**config.mk**
```make
export PLATFORM = sky130hd
export DESIGN_NAME = e_stage
export DESIGN_NICKNAME = d
export VERILOG_FILES = /design/src/rtl/e_pkg.sv /design/src/rtl/e_divider.sv /design/src/rtl/e_stage.sv
export SDC_FILE = /design/constraint.sdc
export NUM_CORES = 1
export LEC_CHECK = 0
export CAP_MARGIN = 25
export CELL_PAD_IN_SITES_DETAIL_PLACEMENT = 1
export CELL_PAD_IN_SITES_GLOBAL_PLACEMENT = 1
export CORE_MARGIN = 5
export CORE_UTILIZATION = 37
export DETAILED_ROUTE_END_ITERATION = 10
export PLACE_DENSITY = 0.85
export SETUP_SLACK_MARGIN = 0.1
export SYNTH_ARGS = -nofsm -noshare
export SYNTH_HDL_FRONTEND = slang
export SYNTH_SLANG_ARGS = --single-unit
export TNS_END_PERCENT = 10
```
**constraint.sdc**
```tcl
create_clock -name clk -period 1.43 [get_ports clk]
set_clock_uncertainty 0.05 [all_clocks]
set_input_delay 0.143 -clock clk [delete_from_list [all_inputs] [get_ports clk]]
set_output_delay 0.143 -clock clk [all_outputs]
set_load 0.1 [all_outputs]
```
**src/rtl/e_pkg.sv**
```systemverilog
// ---------------------------------------------------------------------------
// e_pkg: shared definitions for the RV32 execute stage.
//   - alu_op encodings (5-bit; codes 16..31 are undefined and produce 0)
//   - control bundle widths and m_con field positions
//   - execute-stage FSM state type
// Optional feature macro used by the importers: E_STAGE_M_EXT_EN.
// ---------------------------------------------------------------------------
package e_pkg;

    localparam int M_CON_W = 7;
    localparam int W_CON_W = 6;

    // m_con field positions: [1:0] wb select, [3:2] read enable,
    // [5:4] write enable, [6] load sign
    localparam int M_WB_LSB   = 0;
    localparam int M_RD_LSB   = 2;
    localparam int M_WR_LSB   = 4;
    localparam int M_SIGN_BIT = 6;

    localparam logic [4:0] OP_ADD    = 5'd0;
    localparam logic [4:0] OP_SUB    = 5'd1;
    localparam logic [4:0] OP_SLL    = 5'd2;
    localparam logic [4:0] OP_SLT    = 5'd3;
    localparam logic [4:0] OP_SLTU   = 5'd4;
    localparam logic [4:0] OP_XOR    = 5'd5;
    localparam logic [4:0] OP_SRL    = 5'd6;
    localparam logic [4:0] OP_SRA    = 5'd7;
    localparam logic [4:0] OP_OR     = 5'd8;
    localparam logic [4:0] OP_AND    = 5'd9;
    localparam logic [4:0] OP_PASS_B = 5'd10;
    localparam logic [4:0] OP_MUL    = 5'd11;
    localparam logic [4:0] OP_DIV    = 5'd12;
    localparam logic [4:0] OP_DIVU   = 5'd13;
    localparam logic [4:0] OP_REM    = 5'd14;
    localparam logic [4:0] OP_REMU   = 5'd15;

    typedef enum logic {
        S_IDLE = 1'b0,
        S_BUSY = 1'b1
    } e_state_t;

endpackage

```
**src/rtl/e_divider.sv**
```systemverilog
// ---------------------------------------------------------------------------
// e_divider: iterative unsigned restoring divider, one quotient bit per clock.
//   clk, rst_n          clock / async active-low reset (clears count)
//   start               load dividend/divisor and begin XLEN steps
//   dividend, divisor   unsigned operands (divisor must be non-zero)
//   busy                steps remain (count != 0)
//   last                current cycle performs the final step (count == 1)
//   quotient, remainder result of the step taken in the current cycle; equal
//                       to the final answer while last is high
// ---------------------------------------------------------------------------
module e_divider #(
    parameter int XLEN = 32
) (
    input  logic            clk,
    input  logic            rst_n,
    input  logic            start,
    input  logic [XLEN-1:0] dividend,
    input  logic [XLEN-1:0] divisor,
    output logic            busy,
    output logic            last,
    output logic [XLEN-1:0] quotient,
    output logic [XLEN-1:0] remainder
);

    logic [5:0]      count;
    logic [XLEN-1:0] q_r;   // dividend bits shift out the top, quotient bits in the bottom
    logic [XLEN-1:0] r_r;
    logic [XLEN-1:0] d_r;
    logic [XLEN:0]   r_sh;
    logic            fits;

    assign r_sh      = {r_r, q_r[XLEN-1]};
    assign fits      = r_sh >= {1'b0, d_r};
    assign quotient  = {q_r[XLEN-2:0], fits};
    // the partial remainder is always below the divisor, so XLEN bits suffice
    assign remainder = fits ? XLEN'(r_sh - {1'b0, d_r}) : r_sh[XLEN-1:0];

    assign busy = count != 6'd0;
    assign last = count == 6'd1;

    always_ff @(posedge clk or negedge rst_n) begin
        if (!rst_n) begin
            count <= '0;
            q_r   <= '0;
            r_r   <= '0;
            d_r   <= '0;
        end else if (start) begin
            count <= 6'(XLEN);
            q_r   <= dividend;
            r_r   <= '0;
            d_r   <= divisor;
        end else if (busy) begin
            count <= count - 6'd1;
            q_r   <= quotient;
            r_r   <= remainder;
        end
    end

endmodule

```
**src/rtl/e_stage.sv**
```systemverilog
// ---------------------------------------------------------------------------
// e_stage: RV32 execute stage. Computes the ALU result and registers it with
// pc and the memory/writeback control bundles for the memory stage.
//   clk, rst_n       clock / async active-low reset
//   in_valid         decode presents an instruction
//   alu_op, op_a/b   operation and operands (encodings in e_pkg)
//   pc_in, m_con_in, w_con_in   side-band carried with the result
//   stall            combinational; decode holds inputs while high
//   out_valid, alu_result, pc_out, m_con_out, w_con_out   registered outputs
// Macro E_STAGE_M_EXT_EN: when defined, adds MUL and an iterative divider
// for DIV/DIVU/REM/REMU (XLEN+1 cycles, stalling decode). When undefined,
// those ops produce 0 in one cycle and stall is constant 0.
// ---------------------------------------------------------------------------
module e_stage
    import e_pkg::*;
#(
    parameter int XLEN = 32
) (
    input  logic               clk,
    input  logic               rst_n,
    input  logic               in_valid,
    input  logic [4:0]         alu_op,
    input  logic [XLEN-1:0]    op_a,
    input  logic [XLEN-1:0]    op_b,
    input  logic [31:0]        pc_in,
    input  logic [M_CON_W-1:0] m_con_in,
    input  logic [W_CON_W-1:0] w_con_in,
    output logic               stall,
    output logic               out_valid,
    output logic [XLEN-1:0]    alu_result,
    output logic [31:0]        pc_out,
    output logic [M_CON_W-1:0] m_con_out,
    output logic [W_CON_W-1:0] w_con_out
);

    logic [XLEN-1:0] alu_res;
    logic [4:0]      shamt;

    assign shamt = op_b[4:0];

`ifdef E_STAGE_M_EXT_EN
    localparam logic [XLEN-1:0] SMIN = {1'b1, {(XLEN-1){1'b0}}};

    e_state_t           state;
    logic               div_op, div_signed, div_by_zero, div_ovf, div_start;
    logic               a_neg, b_neg;
    logic [XLEN-1:0]    abs_a, abs_b;
    logic               dv_busy, dv_last;
    logic [XLEN-1:0]    dv_quo, dv_rem, dv_mag, div_final;
    logic               cap_neg, cap_rem;
    logic [31:0]        cap_pc;
    logic [M_CON_W-1:0] cap_m;
    logic [W_CON_W-1:0] cap_w;

    assign div_op      = alu_op inside {OP_DIV, OP_DIVU, OP_REM, OP_REMU};
    assign div_signed  = (alu_op == OP_DIV) || (alu_op == OP_REM);
    assign div_by_zero = op_b == '0;
    assign div_ovf     = div_signed && (op_a == SMIN) && (op_b == '1);
    // special divides resolve in the ALU; only the rest use the divider
    assign div_start   = (state == S_IDLE) && in_valid && div_op && !div_by_zero && !div_ovf;

    assign a_neg = div_signed && op_a[XLEN-1];
    assign b_neg = div_signed && op_b[XLEN-1];
    assign abs_a = a_neg ? -op_a : op_a;
    assign abs_b = b_neg ? -op_b : op_b;

    // release decode in the final busy cycle so it advances as the result lands
    assign stall = div_start || (dv_busy && !dv_last);

    e_divider #(.XLEN(XLEN)) u_div (
        .clk       (clk),
        .rst_n     (rst_n),
        .start     (div_start),
        .dividend  (abs_a),
        .divisor   (abs_b),
        .busy      (dv_busy),
        .last      (dv_last),
        .quotient  (dv_quo),
        .remainder (dv_rem)
    );

    assign dv_mag    = cap_rem ? dv_rem : dv_quo;
    assign div_final = cap_neg ? -dv_mag : dv_mag;
`else
    assign stall = 1'b0;
`endif

    always_comb begin
        alu_res = '0;
        case (alu_op)
            OP_ADD:    alu_res = op_a + op_b;
            OP_SUB:    alu_res = op_a - op_b;
            OP_SLL:    alu_res = op_a << shamt;
            OP_SLT:    alu_res = {{(XLEN-1){1'b0}}, $signed(op_a) < $signed(op_b)};
            OP_SLTU:   alu_res = {{(XLEN-1){1'b0}}, op_a < op_b};
            OP_XOR:    alu_res = op_a ^ op_b;
            OP_SRL:    alu_res = op_a >> shamt;
            OP_SRA:    alu_res = $signed(op_a) >>> shamt;
            OP_OR:     alu_res = op_a | op_b;
            OP_AND:    alu_res = op_a & op_b;
            OP_PASS_B: alu_res = op_b;
`ifdef E_STAGE_M_EXT_EN
            OP_MUL:    alu_res = op_a * op_b;
            // only special cases are taken from here: /0 or signed overflow
            OP_DIV, OP_DIVU: alu_res = div_by_zero ? '1 : SMIN;
            OP_REM, OP_REMU: alu_res = div_by_zero ? op_a : '0;
`endif
            default:   alu_res = '0;
        endcase
    end

    always_ff @(posedge clk or negedge rst_n) begin
        if (!rst_n) begin
            out_valid  <= 1'b0;
            alu_result <= '0;
            pc_out     <= '0;
            m_con_out  <= '0;
            w_con_out  <= '0;
`ifdef E_STAGE_M_EXT_EN
            state      <= S_IDLE;
            cap_neg    <= 1'b0;
            cap_rem    <= 1'b0;
            cap_pc     <= '0;
            cap_m      <= '0;
            cap_w      <= '0;
`endif
        end else begin
            // bubble unless overridden; alu_result and pc_out hold
            out_valid <= 1'b0;
            m_con_out <= '0;
            w_con_out <= '0;
`ifdef E_STAGE_M_EXT_EN
            if (state == S_BUSY) begin
                if (dv_last) begin
                    out_valid  <= 1'b1;
                    alu_result <= div_final;
                    pc_out     <= cap_pc;
                    m_con_out  <= cap_m;
                    w_con_out  <= cap_w;
                    state      <= S_IDLE;
                end
            end else if (div_start) begin
                state   <= S_BUSY;
                cap_rem <= (alu_op == OP_REM) || (alu_op == OP_REMU);
                // remainder follows the dividend sign, quotient the sign xor
                cap_neg <= (alu_op == OP_REM) ? a_neg : (a_neg ^ b_neg);
                cap_pc  <= pc_in;
                cap_m   <= m_con_in;
                cap_w   <= w_con_in;
            end else
`endif
            if (in_valid) begin
                out_valid  <= 1'b1;
                alu_result <= alu_res;
                pc_out     <= pc_in;
                m_con_out  <= m_con_in;
                w_con_out  <= w_con_in;
            end
        end
    end

endmodule

```
==> results.sh, run 1 <==
export IMPL_initial_utilization_pct=37.5
export IMPL_grt_pass1_wl_um=179000
export IMPL_synth_cell_type_count=84
export IMPL_syn_area_per_cell_um2=7.44
export IMPL_numCtsBuffers=9
export IMPL_yosysSeqAreaShare_pct=16.5
export IMPL_synth_nets=1810
export IMPL_synth_edf_count=0
export IMPL_gp_congestion=1.19
export IMPL_synth_top_cell_area_share_pct=16.5
export IMPL_die_height_um=189
export IMPL_dp_cells=2638
export IMPL_ys_top_cells_by_area="dfrtp_1 (16%), ha_1 (10%), a21oi_1 (7.1%), nor2_1 (5.9%), mux2i_1 (5.2%)"
export IMPL_io_pins=196
export IMPL_globalRouteOverflowTotal=3
export IMPL_firstError="[ERROR GRT-0116] Global routing finished with congestion. Check the congestion regions in the DRC Viewer."
export IMPL_die_w_um=189
export IMPL_synth_warnings=0
export IMPL_clock_path_buffers=2
export IMPL_synth_common_cells="nor2_1 (185), a21oi_1 (168), nand2_1 (123)"
export IMPL_status="aborted with a tool error"
export IMPL_ys_ff_latch=78
export IMPL_root_buffer="clkbuf_16"
export IMPL_yosysMostFrequentCell="nor2_1"
export IMPL_post_dp_hpwl_um=67100
export IMPL_haltStage="global routing"
export IMPL_grt_max_degree=79
export IMPL_numPortBuffers=194
export IMPL_grt_use_total_pct=67.9
export IMPL_synthArstFlopShare_pct=100
export IMPL_clkSinkCount=78
export IMPL_grt_pass1_vias=24300
export IMPL_row_count=65
export IMPL_syn_instance_count=1594
export IMPL_h_tree_depth=3
export IMPL_netlist_area_mm2=0.0119
export IMPL_synth_flop_cell="dfrtp_1"
export IMPL_synth_area_leader_cell="dfrtp_1"
through the flow:
step	area, um^2	setup TNS [ns]	setup WS (ns)
2_1_floorplan	12100	-32.73	-1.26
3_3_place_gp	19100	-54.21	-1.95
3_5_place_dp	19100	-60.72	-2.13
4_1_cts	21800	-28.83	-1.01
repair_timing:
action                     4_1_cts
resized for setup              605
pin swaps                      139
buffers inserted                71
hold buffers                     1
hold endpoints to repair        78
setup endpoints to repair       34
logic make-up after synthesis:
family / Yosys count / synth area share [%]
and+or+nand+nor: 488 / 18.9
xor gates and xnor gates: 24 / 1.77
DFF: 78 / 16.5
other: 1 / 0.0316
adders and majority gates: 99 / 10.6
muxes: 135 / 14.6
AOI/OAI and AO/OA: 540 / 30.0
buffers and inverters: 229 / 7.68
layer usage:
metal,GRT overflow,GRT usage (%)
met5,0,19.8
met4,2,71.5
met3,0,50.9
met2,1,87.9
met1,0,64.4
==> inputs of run 2 (changes only) <==
--- a/config.mk
+++ b/config.mk
@@ -6,13 +6,10 @@
 export NUM_CORES = 1
 export LEC_CHECK = 0
 export CAP_MARGIN = 25
-export CELL_PAD_IN_SITES_DETAIL_PLACEMENT = 1
-export CELL_PAD_IN_SITES_GLOBAL_PLACEMENT = 1
 export CORE_MARGIN = 5
-export CORE_UTILIZATION = 37
+export CORE_UTILIZATION = 40
 export DETAILED_ROUTE_END_ITERATION = 10
-export PLACE_DENSITY = 0.85
-export SETUP_SLACK_MARGIN = 0.1
+export PLACE_DENSITY_LB_ADDON = 0.15
 export SYNTH_ARGS = -nofsm -noshare
 export SYNTH_HDL_FRONTEND = slang
 export SYNTH_SLANG_ARGS = --single-unit
==> constraint.sdc (replaced) <==
create_clock -name clk -period 1.9 [get_ports clk]
set_clock_uncertainty 0.05 [all_clocks]
set_input_delay 0.19 -clock clk [delete_from_list [all_inputs] [get_ports clk]]
set_output_delay 0.19 -clock clk [all_outputs]
set_load 0.1 [all_outputs]
==> run 2 against run 1 <==
- the flow now finishes, with violations (negative setup slack)
- area after synthesis unchanged
- synthesized cell count unchanged
==> results.sh, run 2 <==
export IMPL_max_stage_delay_ns=0.36
export IMPL_ys_top_cells_by_area="dfrtp_1 (16%), ha_1 (10%), a21oi_1 (7.1%), nor2_1 (5.9%), mux2i_1 (5.2%)"
export IMPL_ys_ff_latch=78
export IMPL_clkSinkCount=78
export IMPL_power_density_mw_per_mm2=482
export IMPL_io_pins=196
export IMPL_drt_iter0_drc=1575
export IMPL_holdWs_ns=0.240
export IMPL_fin_crit_ns=2.50
export IMPL_grt_pass1_wl_um=100000
export IMPL_end_kind="register"
export IMPL_die_area_mm2=0.0332
export IMPL_grt_setup_unrepaired="yes"
export IMPL_nets=2542
export IMPL_layout_commonest_cell="buf_4"
export IMPL_globalRouteOverflowTotal=0
export IMPL_drive_above_1_share_pct=49.1
export IMPL_row_count=63
export IMPL_rr_startpoint="alu_result[28]"
export IMPL_clock_path_buffers=2
export IMPL_synth_cell_type_count=84
export IMPL_fp_coreArea_mm2=0.0295
export IMPL_synth_warnings=0
export IMPL_clk_latency_ns=0.34
export IMPL_vias_per_cell=5.97
export IMPL_design_area_mm2=0.0206
export IMPL_antenna_found_initial=0
export IMPL_violations="negative setup slack"
export IMPL_synth_flop_cell="dfrtp_1"
export IMPL_die_height_um=182
export IMPL_syn_instance_count=1594
export IMPL_r2r_slack_ns=-0.10
export IMPL_peakVddDrop_v=0.000417
export IMPL_crit_slowest_cell="a2111oi_2"
export IMPL_numCtsBuffers=9
export IMPL_h_tree_depth=3
export IMPL_postRouteAntennaNets=0
export IMPL_worst_setup_path_start_kind="primary input"
export IMPL_cap_violations=0
export IMPL_final_util_pct=69.7
export IMPL_cts_tree="done"
export IMPL_grt_max_degree=62
export IMPL_r2r_end="alu_result[28]"
export IMPL_slew_headroom_pct=48.2
export IMPL_area_delta_synth_final_pct=73.3
export IMPL_crit_top_cell="buf_4"
export IMPL_power_uw=9900
export IMPL_post_dp_hpwl_um=54600
export IMPL_synth_nets=1810
export IMPL_whs_path_depth=3
export IMPL_numPortBuffers=194
export IMPL_syn_area_per_cell_um2=7.44
export IMPL_grt_use_total_pct=39.3
export IMPL_drt_total_wl_um=67600
export IMPL_final_cell_mix="buf_4 (696), nor2_1 (178), a21oi_1 (134)"
export IMPL_critical_path_class="in2reg"
export IMPL_synth_edf_count=0
export IMPL_netlist_area_mm2=0.0119
export IMPL_postPlaceCellArea_mm2=0.0181
export IMPL_hold_end="alu_result[14]"
export IMPL_critPathBufInv=5
export IMPL_initial_utilization_pct=40.2
export IMPL_path_cells="clkdlybuf4s15_1, inv_2, ha_4, buf_6, a2111oi_4, buf_4, nor3_4, a2111oi_2, buf_4, a211oi_4, mux2_4, a21oi_2, o21ai_1"
export IMPL_fmaxAchievable_ghz=0.400
export IMPL_antenna_cells=0
export IMPL_first_pass_iters=6
export IMPL_crit_family="compound AO/OA/AOI/OAI gates"
export IMPL_finalCritPeriodShare_pct=131
export IMPL_drcViolationCount=0
export IMPL_status="finished, violations left"
export IMPL_synth_area_leader_cell="dfrtp_1"
export IMPL_gp_congestion=1.02
export IMPL_synth_top_cell_area_share_pct=16.5
export IMPL_finalHoldViolCount=0
export IMPL_yosysSeqAreaShare_pct=16.5
export IMPL_slew_violations=0
export IMPL_rr_worst_depth=8
export IMPL_root_buffer="clkbuf_16"
export IMPL_tightest_slew_ns=0.777
export IMPL_die_w_um=182
export IMPL_power_leakage_uw=0.00950
export IMPL_reg_top3="alu_result x32, pc_out x32, m_con_out x7"
export IMPL_yosysMostFrequentCell="nor2_1"
export IMPL_grt_pass1_vias=16300
export IMPL_min_from="in_valid"
export IMPL_final_setup_worst_slack_ns=-0.598
export IMPL_vias=16200
export IMPL_required_ns=2.08
export IMPL_path_max_fanout=6
export IMPL_clkTransAtPathRegs_ns=0.07
export IMPL_wire_per_inst_um=24.9
export IMPL_hold_path_class="in2reg"
export IMPL_synth_common_cells="nor2_1 (185), a21oi_1 (168), nand2_1 (123)"
export IMPL_setup_violations=32
export IMPL_worstPathArrival_ns=2.68
export IMPL_synthArstFlopShare_pct=100
export IMPL_finalSetupTns_ns=-15.14
-- run 2: cell counts after synthesis --
No cell type changed its count.
-- run 2: tightest hold or removal path, cell delays in order --
cell and delay (ns):
buf_2 0.15, buf_4 0.13, o221ai_1 0.11
-- run 2: layout make-up --
cell class / instances / area [um^2]
multi-input cells: 1287 / 10600
well taps: 390 / 488
fillers: 2402 / 8920
clock buffers: 9 / 225
clock inverters: 7 / 57.6
repair buffers: 845 / 6770
inverters: 105 / 477
flip-flops and latches: 78 / 1950
-- run 2: per-stage QoR --
stage | cells | worst slack, ns
after global placement | 2643 | -1.65
final | 2721 | -0.598
after global routing | 2721 | -0.648
after detailed placement | 2643 | -1.69
after CTS | 2708 | -0.584
after floorplan | 1594 | -0.837
-- run 2: repair_timing --
item                       CTS  global route
hold buffers                 1             0
resized for setup          480           142
setup buffers               50            14
setup endpoints to repair   32            32
hold endpoints to repair    26             0
pin swaps                  101            72
cloned                       1             0
-- run 2: kinds of logic after synthesis --
| family | share of synthesized area (%) |
|---|---|
| buffers and inverters | 7.68 |
| multiplexers | 14.6 |
| flip-flops | 16.5 |
| other | 0.0316 |
| AND/OR/NAND/NOR | 18.9 |
| AO/OA/AOI/OAI | 30.0 |
| adder cells (fa/ha/maj) | 10.6 |
| XOR/XNOR | 1.77 |
-- run 2: power breakdown --
group          total (uW)  internal, uW  switching (uW)
combinational        6420          2700            3720
clock                1640           900             739
sequential           1840          1770            65.3
total                9900          5370            4530
-- run 2: how the worst max path moves through the flow --
stage | startpoint | end | cells after the start
global placement | op_a[8] | alu_result[31] | 14
floorplan | op_b[2] | alu_result[29] | 14
CTS | op_a[0] | alu_result[18] | 14
finish | op_a[11] | alu_result[31] | 13
global route | op_a[8] | alu_result[31] | 15
detailed placement | op_a[0] | alu_result[12] | 15
-- run 2: per-layer routing --
metal | global-route usage (%) | up-vias | routed length (um)
li1 | - | 7319 | -
met4 | 23.8 | 0 | 5160
met3 | 6.92 | 237 | 6620
met2 | 62.0 | 964 | 29500
met1 | 50.2 | 7712 | 26400
met5 | 0 | - | 0
Note: power is estimated with default switching activity, not from simulation.
==> inputs of run 3 (changes only) <==
--- a/config.mk
+++ b/config.mk
@@ -6,10 +6,13 @@
 export NUM_CORES = 1
 export LEC_CHECK = 0
 export CAP_MARGIN = 25
+export CELL_PAD_IN_SITES_DETAIL_PLACEMENT = 1
+export CELL_PAD_IN_SITES_GLOBAL_PLACEMENT = 1
 export CORE_MARGIN = 5
-export CORE_UTILIZATION = 40
+export CORE_UTILIZATION = 41
 export DETAILED_ROUTE_END_ITERATION = 10
 export PLACE_DENSITY_LB_ADDON = 0.15
+export RECOVER_POWER = 25
 export SYNTH_ARGS = -nofsm -noshare
 export SYNTH_HDL_FRONTEND = slang
 export SYNTH_SLANG_ARGS = --single-unit
==> run 3 against run 2 <==
- the run now fails in clock tree synthesis
- synthesized cell count did not move
- area after synthesis is the same
==> results.sh, run 3 <==
export IMPL_status="aborted with a tool error"
export IMPL_haltStage="clock tree synthesis"
export IMPL_firstError="[ERROR DPL-0033] detailed placement checks failed during check placement."
export IMPL_netlist_area_mm2=0.0119
export IMPL_synth_nets=1810
export IMPL_ys_ff_latch=78
export IMPL_gp_congestion=1.06
export IMPL_yosysSeqAreaShare_pct=16.5
export IMPL_die_w_um=180
export IMPL_post_cts_resized=532
export IMPL_post_dp_hpwl_um=63600
export IMPL_io_pins=196
export IMPL_root_buffer="clkbuf_16"
export IMPL_holdBufCountCts=1
export IMPL_synth_flop_cell="dfrtp_1"
export IMPL_clkSinkCount=78
export IMPL_synth_cell_type_count=84
export IMPL_ys_top_cells_by_area="dfrtp_1 (16%), ha_1 (10%), a21oi_1 (7.1%), nor2_1 (5.9%), mux2i_1 (5.2%)"
export IMPL_synth_edf_count=0
export IMPL_die_height_um=180
export IMPL_cts_setup_buffers=46
export IMPL_synth_warnings=0
export IMPL_initial_utilization_pct=41.4
export IMPL_synth_common_cells="nor2_1 (185), a21oi_1 (168), nand2_1 (123)"
export IMPL_synth_area_leader_cell="dfrtp_1"
export IMPL_postPlaceCellArea_mm2=0.0181
export IMPL_synthArstFlopShare_pct=100
export IMPL_numPortBuffers=194
export IMPL_synth_top_cell_area_share_pct=16.5
export IMPL_row_count=62
export IMPL_h_tree_depth=3
export IMPL_clock_path_buffers=2
export IMPL_syn_area_per_cell_um2=7.44
export IMPL_numCtsBuffers=9
export IMPL_yosysMostFrequentCell="nor2_1"
export IMPL_syn_instance_count=1594
-- run 3: kinds of logic after synthesis --
logic type / after synthesis / share of synthesized area (%)
DFF: 78 / 16.5
xor gates and xnor gates: 24 / 1.77
other: 1 / 0.0316
and+or+nand+nor: 488 / 18.9
buffers and inverters: 229 / 7.68
AOI/OAI and AO/OA: 540 / 30.0
muxes: 135 / 14.6
adders and majority gates: 99 / 10.6
-- run 3: through the flow --
stage / worst slack [ns] / instances / util (%)
floorplan: -0.837 / 1594 / -
global placement: -1.68 / 2629 / 63.4
detailed placement: -1.82 / 2629 / 63.4
